===== config.mk =====
export PLATFORM = sky130hd
export DESIGN_NAME = osc_meas_counter
export DESIGN_NICKNAME = d
export VERILOG_FILES = /design/src/rtl/osc_meas_pkg.sv /design/src/rtl/osc_meas_sync.sv /design/src/rtl/osc_meas_counter.sv
export SDC_FILE = /design/constraint.sdc
export NUM_CORES = 1
export LEC_CHECK = 0
export BUFFER_PORTS_ARGS = -buffer_cell sky130_fd_sc_hd__buf_2
export CAP_MARGIN = 15
export CORE_MARGIN = 10
export CORE_UTILIZATION = 50
export DETAILED_ROUTE_END_ITERATION = 12
export PLACE_DENSITY = 0.74
export SYNTH_ARGS = -nofsm -noshare
export SYNTH_HDL_FRONTEND = slang
export SYNTH_SLANG_ARGS = --single-unit

===== constraint.sdc =====
create_clock -name CLK -period 2.21 [get_ports CLK]
set_clock_uncertainty 0.05 [all_clocks]
set_input_delay 0.221 -clock CLK [delete_from_list [all_inputs] [get_ports CLK]]
set_output_delay 0.221 -clock CLK [all_outputs]
set_load 0.02 [all_outputs]

===== src/rtl/osc_meas_pkg.sv =====
// osc_meas_pkg
//   Shared types and constants for the oscillator measurement counter.
//   - state_e    : measurement FSM states
//   - ARM_CYCLES : length of the ARM phase in CLK cycles
//   - CNT_W_DEF / WIN_W_DEF : default widths of the edge counter and window length
package osc_meas_pkg;

    typedef enum logic [1:0] {
        IDLE    = 2'd0,
        ARM     = 2'd1,
        MEASURE = 2'd2,
        HOLD    = 2'd3
    } state_e;

    localparam int ARM_CYCLES = 2;
    localparam int CNT_W_DEF  = 24;
    localparam int WIN_W_DEF  = 16;

endpackage


===== src/rtl/osc_meas_sync.sv =====
// osc_meas_sync
//   Brings the asynchronous oscillator net into the CLK domain through two
//   flops, and uses a third flop as a one-cycle history for rising-edge
//   detection.
//   Ports:
//     CLK    in  reference clock
//     RN     in  synchronous active-low reset (clears all three flops)
//     flush  in  drop any pending edge: history is aligned to the newest
//                synchronized sample, so no rise is reported next cycle
//     osc_in in  buffered oscillator signal (asynchronous)
//     rise   out one-cycle pulse per detected rising edge (s2 & ~s3)
module osc_meas_sync (
    input  logic CLK,
    input  logic RN,
    input  logic flush,
    input  logic osc_in,
    output logic rise
);

    logic s1, s2, s3;

    always_ff @(posedge CLK) begin
        if (!RN) begin
            s1 <= 1'b0;
            s2 <= 1'b0;
            s3 <= 1'b0;
        end else begin
            s1 <= osc_in;
            s2 <= s1;
            // While flushing, s3 tracks the value entering s2 so a level that
            // was already high before the window does not look like an edge.
            s3 <= flush ? s1 : s2;
        end
    end

    assign rise = s2 & ~s3;

endmodule


===== src/rtl/osc_meas_counter.sv =====
// osc_meas_counter
//   Counts rising edges of the buffered ring-oscillator output over a
//   programmable number of CLK cycles and holds the result for readout with
//   a valid/ack handshake.
//   Ports:
//     CLK          in  reference clock (single domain)
//     RN           in  synchronous active-low reset
//     start        in  measurement request pulse, honoured only in IDLE
//     win_len      in  window length in CLK cycles, latched on accepted start
//     osc_in       in  oscillator signal, asynchronous to CLK
//     busy         out high in ARM and MEASURE
//     result_valid out high in HOLD
//     result_ack   in  consumer accepts the result while result_valid
//     count        out rising edges counted in the last window
//     overflow     out counter exceeded 2^CNT_W-1 during the last window
//   Build option: define OSC_MEAS_SATURATE_EN to make the counter saturate at
//   its maximum; otherwise it wraps and overflow is a sticky wrap flag.
import osc_meas_pkg::*;

module osc_meas_counter #(
    parameter int CNT_W = CNT_W_DEF,
    parameter int WIN_W = WIN_W_DEF
) (
    input  logic             CLK,
    input  logic             RN,
    input  logic             start,
    input  logic [WIN_W-1:0] win_len,
    input  logic             osc_in,
    output logic             busy,
    output logic             result_valid,
    input  logic             result_ack,
    output logic [CNT_W-1:0] count,
    output logic             overflow
);

    localparam int ARM_W = (ARM_CYCLES > 1) ? $clog2(ARM_CYCLES) : 1;
    localparam logic [ARM_W-1:0] ARM_LAST = ARM_W'(ARM_CYCLES - 1);

    state_e           state;
    logic [ARM_W-1:0] arm_cnt;
    logic [WIN_W-1:0] win_q;
    logic [WIN_W-1:0] win_cnt;
    logic             rise;
    logic [CNT_W-1:0] cnt_next;
    logic             ovf_hit;

    osc_meas_sync u_sync (
        .CLK    (CLK),
        .RN     (RN),
        .flush  (state == ARM),
        .osc_in (osc_in),
        .rise   (rise)
    );

    // Value of the counter after one more edge, and whether that edge
    // overflows the counter.
    always_comb begin
        cnt_next = count;
        ovf_hit  = 1'b0;
`ifdef OSC_MEAS_SATURATE_EN
        if (&count) begin
            ovf_hit = 1'b1;
        end else begin
            cnt_next = count + CNT_W'(1);
        end
`else
        {ovf_hit, cnt_next} = {1'b0, count} + {1'b0, CNT_W'(1)};
`endif
    end

    // count is the edge counter itself: it only moves in MEASURE and is
    // cleared in ARM, so it already holds steady through HOLD and IDLE.
    always_ff @(posedge CLK) begin
        if (!RN) begin
            state        <= IDLE;
            arm_cnt      <= '0;
            win_q        <= '0;
            win_cnt      <= '0;
            count        <= '0;
            overflow     <= 1'b0;
            busy         <= 1'b0;
            result_valid <= 1'b0;
        end else begin
            case (state)
                IDLE: begin
                    if (start) begin
                        win_q   <= win_len;
                        arm_cnt <= '0;
                        busy    <= 1'b1;
                        state   <= ARM;
                    end
                end
                ARM: begin
                    count    <= '0;
                    overflow <= 1'b0;
                    win_cnt  <= win_q;
                    arm_cnt  <= arm_cnt + ARM_W'(1);
                    if (arm_cnt == ARM_LAST) begin
                        if (win_q == '0) begin
                            busy         <= 1'b0;
                            result_valid <= 1'b1;
                            state        <= HOLD;
                        end else begin
                            state <= MEASURE;
                        end
                    end
                end
                MEASURE: begin
                    win_cnt <= win_cnt - WIN_W'(1);
                    if (rise) begin
                        count <= cnt_next;
                        if (ovf_hit) begin
                            overflow <= 1'b1;
                        end
                    end
                    if (win_cnt == WIN_W'(1)) begin
                        busy         <= 1'b0;
                        result_valid <= 1'b1;
                        state        <= HOLD;
                    end
                end
                HOLD: begin
                    // A start arriving with the ack is dropped: only IDLE
                    // looks at start.
                    if (result_ack) begin
                        result_valid <= 1'b0;
                        state        <= IDLE;
                    end
                end
                default: state <= IDLE;
            endcase
        end
    end

endmodule


* Word level (Yosys, flattened, before mapping)
Index checks and enable logic that the tools add are counted.
** Storage, ports and cells
- Word-level logic and storage cells :: 65
- Bits of input ports :: 21
- Register bits after elaboration :: 65
** Cells by class
- Mux-type cells :: 25
- Eq/ne operators :: 11
- Add/sub/neg operators :: 3
- Reductions and logical operators :: 13
- Bitwise operators :: 2
** Operators by type and width (count)
- case mux 24 bit (2 select lines) :: 1
- case mux 16 bit (2 select lines) :: 1
- adder 24 x 1 -> 25 bit, second input constant :: 1
- 2-to-1 mux 24 bit :: 1
- equality test 16 x 1 -> 1 bit, second input constant :: 1
- zero test 16 bit :: 1
- subtractor 16 x 1 -> 16 bit, second input constant :: 1
- != test 2 bit, second input constant :: 7
- 2-to-1 mux 1 bit :: 13
- AND reduction 5 bit :: 2
- 2-to-1 mux 2 bit :: 4
- case mux 2 bit (4 select lines) :: 1
- case mux 1 bit (3 select lines) :: 2
- AND reduction 2 bit :: 3
- nonzero test 3 bit :: 2
- equality test 2 bit, second input constant :: 2
- case mux 1 bit (2 select lines) :: 2
- AND reduction 4 bit :: 1
- nonzero test 2 bit :: 2
- AND reduction 3 bit :: 1
- equality test 2 x 1 -> 1 bit, second input constant :: 1
- zero test 2 bit :: 1
- adder 1 bit, second input constant :: 1
- bitwise AND 1 bit :: 1
- inverter 1 bit :: 1

* Longest topological paths before layout
Gate-level depths: netlist (run 1).
- Depth after elaboration :: 4
- Mapped depth :: 10
- Depth with buffers taken out :: 7

* Modules after synthesis
A second synthesis (run 1) with hierarchy kept.
** Second synthesis, totals
- Cells, all modules :: 395
- Area, all modules :: 3323.2 µm²
** Modules (own cells, without submodules)
- osc_meas_counter :: area each 3228.1 µm², seq. area each 1241.2 µm², cells an instance 387, instances 1
- osc_meas_sync :: area each 95.1 µm², seq. area each 60.1 µm², cells an instance 8, instances 1

* Least setup slack after synthesis (run 1)
OpenSTA, ideal clock, no wires.
- Path kind :: register to register
- Start :: register state[0]
- End :: register count[23]
- Path buffers :: 1
- Required time :: 2.089 ns
- Period minus slack after synthesis :: 2.115 ns
- Stages on the path, launching flop included :: 9
- Library setup time :: 0.071 ns
- Data arrival time :: 1.995 ns
- Slack :: 0.095 ns
- Path through :: dfxtp_1 > inv_1 > ha_1 > buf_4 > and2b_2 > o2111ai_1 > or2_0 > or4_1 > a21oi_1
** On the way
- Cells in the longest elaborated chain, start to end :: 3
- Elaborated cells between the ends (all ways) :: 6
- Classes of those cells :: eq/ne (3); mux (1); reduce/logical (2)
** RTL lines
- start: declaration :: RTL line osc_meas_counter.sv:39 : state_e state;
- start signal: assignment :: RTL line osc_meas_counter.sv:75 : state <= IDLE;
- start signal: assignment :: RTL line osc_meas_counter.sv:90 : state <= ARM;
- start signal: assignment :: RTL line osc_meas_counter.sv:102 : state <= HOLD;
- equality test 2 bit or equality test 2 x 1 -> 1 bit (tied branches) :: RTL line osc_meas_counter.sv:84 : case (state)
- != test 2 bit (no source line) or nonzero test 2 bit (tied branches)
- AND reduction 2 bit (no source line)
- end signal: assignment :: RTL line osc_meas_counter.sv:111 : count <= cnt_next;
- end: declaration :: RTL line osc_meas_counter.sv:32 : output logic [CNT_W-1:0] count,
Several ways; a longest one is shown, not always the timed one.
A chain may end at the register's enable or synchronous reset.

* Final worst setup path (run 1)
Same ends and word-level chain as after synthesis.

==> results.txt, run 1 <==
status: complete, no violations
die width: 99.6 um
Setup crit end kind: flip-flop
Yosys top cell by area: dfxtp_1
DR WL/cell: 14.1 um
CTS Hold Buffers Added: 0
GP Congestion: 0.846
Die ar.: 0.00992 sq mm
Multi-input gate area: 0.00175 sq mm
Yosys warning count: 0
critical path's slowest cell: or4_1
I/O Pins: 48
Setup CP Type: flip-flop to flip-flop
cell area after synthesis: 0.00317 sq mm
startpoint type of the worst setup path: flip-flop
Starting DRT DRC Count: 150
Post-synth EDFFs: 0
Leak: 1.45 nW
vias in the first global route: 2,783
synthesized flop and latch total: 65
Core Footprint: 0.00603 sq mm
fin crit share: 94.2%
Final HPWL DP: 5.41 mm
max_slew headroom: 61.4%
syn avg cell area: 8.04 sq um
Syn-to-layout area delta: 17.0%
final hold viol count: 0
vias per cell: 5.53
top-count cell post-synth: dfxtp_1
initial core utilization: 52.6%
Design Area, Final: 0.00371 sq mm
Worst EP required: 2.43 ns
top cells by count, synth: dfxtp_1, nand2_1, a21oi_1
via count: 2,913
Worst-path clk slew: 0.07 ns
crit path time final: 2.08 ns
worst ir drop on vdd: 0.594 mV
# DRC: 0
nets: 475
DP Cell Count: 509
register area share after synthesis: 41.1%
Synth Instances: 394
share of layout cells above drive strength 1: 19.7%
total wire length: 7.45 mm
Cell Rows: 28
worst-path cell chain: inv_1, ha_1, and2b_2, o2111ai_1, or2_1, or4_1, a21oi_1
Post-Place Worst Slack: 0.0607 ns
drt first pass iters: 4
TritonCTS clock tree: built
top post-synthesis cells by area: dfxtp_1, a21oi_1, nand2_1
highest clock rate: 481 MHz
Clk Latency, worst-skew pair: 0.34 ns
grt ovf: 0
CP bufs+invs: 1
P per Cell Area: 1140 mW/mm^2
Total GRT Usage: 15.1%
clk buf depth: 2
syn_nets: 422
ys async rst share: 0%
largest net degree at the start of global routing: 25
chip height: 99.6 um
Placement Cell Area: 0.00351 sq mm
H-tree Lvls: 3
reg2reg setup slack: 0.13 ns
initial antenna violation count: 0
RSZ-0062 raised after global routing: no
Final TNS setup: 0 ns
CP Data Arrival Time: 2.30 ns
worst-path maximum fanout: 5
Register Area: 0.00131 sq mm
Slew Viols, Final: 0
number of max-cap violations: 0
area share of the largest cell type after synthesis: 41.1%
CTS buffer count: 9
final non-filler cell total: 527
transition time at the pin with the least slew margin: 0.579 ns
Worst Setup Slack, final: 0.129 ns
root buffer cell: clkbuf_8
Top FF cell, synth: dfxtp_1
first-pass GRT wire length: 12.7 mm
CTS sink cnt: 65
Post-DRT Antenna Nets: 0
Synth cell types: 52
cell family with most CP delay: simple AND/OR/NAND/NOR gates
filler instances: 563
Buffers on Ports: 47
min-delay worst type: input pin to flip-flop
Antenna Cells: 0
CP peak stage delay: 0.50 ns
Final setup viols: 0
==> cell usage in the layout, fill, tap and decap left out, types with 2 or more instances in the layout <==
cell type,n
o2111ai_1,3
xnor2_1,13
or4_1,4
a22oi_1,5
o31ai_1,6
nor2_1,37
mux2i_1,3
nand4_1,3
clkinv_2,6
or3_1,7
mux2_2,2
nand2_1,52
nor4_1,7
o21a_1,4
buf_4,15
xor2_1,3
and3_1,4
a31oi_1,2
o21ai_0,21
ha_1,7
dfxtp_1,64
o22ai_1,3
nand3_1,10
nor2b_1,3
clkbuf_8,9
a21boi_0,2
inv_1,13
nor3_1,17
and2_1,4
and4_1,5
o211ai_1,3
nand2b_1,2
buf_2,47
a21oi_1,40
a211oi_1,3
==> final timing paths <==
path	from	end	cells after the start
setup reg to reg	state[0]	count[23]	7
hold reg to reg	result_valid	result_valid	2
hold / removal	osc_in	u_sync.s1	2
setup / recovery	state[0]	count[23]	7
==> sequential cells by signal, indices dropped and copies added (netlist names) <==
name and count:
u_sync.s2 1, overflow 1, busy 1, state 2, u_sync.s3 1, u_sync.s1 1, arm_cnt 1, result_valid 1
win_cnt 16, win_q 16, count 24
==> metrics by stage <==
step	hold slack (ns)	util (%)	total power, mW
after CTS	0.0332	61.0	4.22
final	0.0457	61.5	4.23
after detailed placement	0.388	58.3	3.38
after floorplan	0.298	-	2.89
after global placement	0.379	58.3	3.35
after global routing	0.0435	61.5	4.57
==> cell families (layout without fill, tap and decap cells) <==
| kind of cell | after synthesis | after routing | share of synthesized area (%) |
|---|---|---|---|
| adders and majority gates | 7 | 7 | 2.76 |
| AOI/OAI and AO/OA | 101 | 101 | 19.7 |
| DFF | 65 | 65 | 41.1 |
| muxes | 5 | 5 | 1.66 |
| buffers and inverters | 34 | 92 | 4.26 |
| xor gates and xnor gates | 16 | 16 | 4.42 |
| and+or+nand+nor | 166 | 166 | 26.2 |
==> cell type report <==
class,instances,area share (%)
Clock buffer,9,3.34
Clock inverter,7,1.01
Inverter,14,1.42
Multi-Input combinational cell,295,47.1
Sequential cell,65,35.2
Tap cell,75,2.53
Timing Repair Buffer,62,9.38
==> power by group <==
group	switching, mW	internal, mW
combinational	1.11	0.732
clock	0.447	0.394
sequential	0.190	1.36
total	1.75	2.48
==> metal layers <==
layer / vias to the layer above / GRT usage [%] / routed length, um
met5: - / 0 / 0
met4: 0 / 8.05 / 103
met3: 8 / 4.50 / 527
met2: 76 / 23.2 / 3270
met1: 1317 / 18.5 / 3540
li1: 1512 / - / -
==> what timing repair did <==
action | CTS | global route
setup buffers | 0 | 2
setup endpoints to repair | 0 | 4
gates resized for setup | 0 | 5
(Power assumes the default switching activity.)
==> run 2: changes to the inputs <==
--- a/config.mk
+++ b/config.mk
@@ -10,7 +10,8 @@
 export CORE_MARGIN = 10
 export CORE_UTILIZATION = 50
 export DETAILED_ROUTE_END_ITERATION = 12
-export PLACE_DENSITY = 0.74
+export PLACE_DENSITY = 0.76
+export REMOVE_ABC_BUFFERS = 1
 export SYNTH_ARGS = -nofsm -noshare
 export SYNTH_HDL_FRONTEND = slang
 export SYNTH_SLANG_ARGS = --single-unit
==> constraint.sdc (replaced) <==
create_clock -name CLK -period 2.21 [get_ports CLK]
set_clock_uncertainty 0.05 [all_clocks]
set_input_delay 0.221 -clock CLK [delete_from_list [all_inputs] [get_ports CLK]]
set_output_delay 0.221 -clock CLK [all_outputs]
set_load 0.005 [all_outputs]
==> results.txt, run 2 (synthesized netlist as in run 1, its figures left out) <==
status: complete, no violations
largest net degree at the start of global routing: 25 (unchanged)
reg2reg setup slack: 0.12 ns (about the same)
highest clock rate: 479 MHz (-0.28%)
GP Congestion: 0.877 (+3.7%)
min-delay worst type: input pin to flip-flop
Worst EP required: 2.43 ns (about the same)
CP peak stage delay: 0.50 ns (about the same)
Post-Place Worst Slack: 0.0872 ns (+0.0265 ns)
crit path time final: 2.09 ns (+0.00590 ns)
Hold Crit Depth: 2 (unchanged)
Setup crit end kind: flip-flop
commonest non-fill, non-tap cells in the layout: dfxtp_1, nand2_1, buf_2
grt ovf: 0 (unchanged)
TritonCTS clock tree: built
H-tree Lvls: 3 (unchanged)
Largest Register: count
total wire length: 7.32 mm (-1.8%)
Design Area, Final: 0.00369 sq mm (-0.61%)
Setup CP Type: flip-flop to flip-flop
first-pass GRT wire length: 12.8 mm (+0.49%)
root buffer cell: clkbuf_8
Syn-to-layout area delta: 16.3%
I/O Pins: 48 (unchanged)
nets: 475 (unchanged)
via count: 2,949 (+1.2%)
WHS Endpoint: u_sync.s1
Cell Rows: 28 (unchanged)
CTS sink cnt: 65 (unchanged)
clk buf depth: 2 (unchanged)
share of layout cells above drive strength 1: 18.8% (-0.94 points)
vias per cell: 5.64 (+2.0%)
Worst-path clk slew: 0.06 ns (about the same)
CP Data Arrival Time: 2.31 ns (about the same)
DR WL/cell: 14.0 um (-1.0%)
cell family with most CP delay: simple AND/OR/NAND/NOR gates
Pwr Total: 4.22 mW (-0.33%)
Final HPWL DP: 5.36 mm (-0.89%)
vias in the first global route: 2,817 (+1.2%)
Core Footprint: 0.00603 sq mm (unchanged)
die width: 99.6 um (unchanged)
Clk Latency, worst-skew pair: 0.34 ns (about the same)
Buffers on Ports: 47 (unchanged)
Hold Slack: 0.0553 ns (+0.00966 ns)
Total GRT Usage: 15.1% (about the same)
CP Launch Point: state[0]
fin crit share: 94.4% (+0.27 points)
max_slew headroom: 68.1% (+6.7 points)
Antenna Cells: 0 (unchanged)
max reg flops: 24 (unchanged)
startpoint type of the worst setup path: flip-flop
Reg-to-Reg Start: state[0]
number of max-cap violations: 0 (unchanged)
worst-path cell chain: inv_1, ha_1, and2b_2, o2111ai_1, or2_0, or4_1, a21oi_1
transition time at the pin with the least slew margin: 0.474 ns (-0.105 ns)
DP Cell Count: 511 (+0.39%)
Leak: 1.43 nW (-1.6%)
chip height: 99.6 um (unchanged)
Worst Setup Slack, final: 0.123 ns (-0.00590 ns)
worst-path maximum fanout: 6 (+1)
setup bufs post-CTS: 0 (unchanged)
CTS buffer count: 9 (unchanged)
largest registers: count: 24 flops, win_cnt: 16 flops, win_q: 16 flops
RSZ-0062 raised after global routing: no
Final setup viols: 0 (unchanged)
critical path's slowest cell: or4_1
initial antenna violation count: 0 (unchanged)
commonest non-fill, non-tap cell in the layout: dfxtp_1
initial core utilization: 52.6% (unchanged)
Post-DRT Antenna Nets: 0 (unchanged)
Slew Viols, Final: 0 (unchanged)
worst ir drop on vdd: 0.673 mV (+13%)
Die ar.: 0.00992 sq mm (unchanged)
drt first pass iters: 4 (unchanged)
Placement Cell Area: 0.00353 sq mm (+0.43%)
P per Cell Area: 1140 mW/mm^2 (+0.28%)
Starting DRT DRC Count: 166 (+11%)
final hold viol count: 0 (unchanged)
final non-filler cell total: 523 (-0.76%)
R2R cell count: 7 (unchanged)
CP bufs+invs: 1 (unchanged)
hold_sp: osc_in
worst r2r dst: count[23]
# DRC: 0 (unchanged)
[run 2: per-layer routing]
layer	wire length (um)	track usage (%)	vias up
met4	109	7.61	0
met1	3440	18.3	1351
met3	455	3.94	10
met2	3310	23.9	80
met5	0	0	-
li1	-	-	1508
[run 2: worst reg2reg max path, delay by kind of cell, from the launching register on]
kind | cells | cell delay [ns]
adder cells (fa/ha/maj) | 1 | 0.21
flip-flops | 1 | 0.37
buffers and inverters | 1 | 0.07
AND/OR/NAND/NOR | 3 | 1.02
AO/OA/AOI/OAI | 2 | 0.30
[run 2: where the power goes]
group,switching (mW),internal [mW]
clock,0.403,0.441
combinational,1.09,0.746
sequential,0.185,1.36
total,1.68,2.54
[run 2: what timing repair did]
action	CTS	global route
hold buffers	0	0
endpoints found under the setup margin	0	1
resized for setup	0	1
[run 2: how the worst max path moves through the flow]
stage	endpoint	slack, ns	depth (start not counted)
global route	count[23]	0.0005	7
CTS	count[23]	0.07	7
detailed placement	count[23]	0.09	7
floorplan	count[23]	-0.44	7
finish	count[23]	0.12	7
global placement	count[23]	0.16	7
[run 2: area by class of cell]
type                    count  area (sq um)
multi-input cells         295          1730
flip-flops and latches     65          1300
clock buffers              11           151
fillers                   574          2340
repair buffers             62           348
well taps                  75          93.8
inverters                  14          52.6
clock inverters             1          5.00
[run 2: stage by stage]
step | setup TNS (ns) | util, %
2_1_floorplan | -4.60 | -
3_3_place_gp | 0 | 58.6
3_5_place_dp | 0 | 58.6
4_1_cts | 0 | 61.2
5_1_grt | 0 | 61.2
6_report | 0 | 61.2
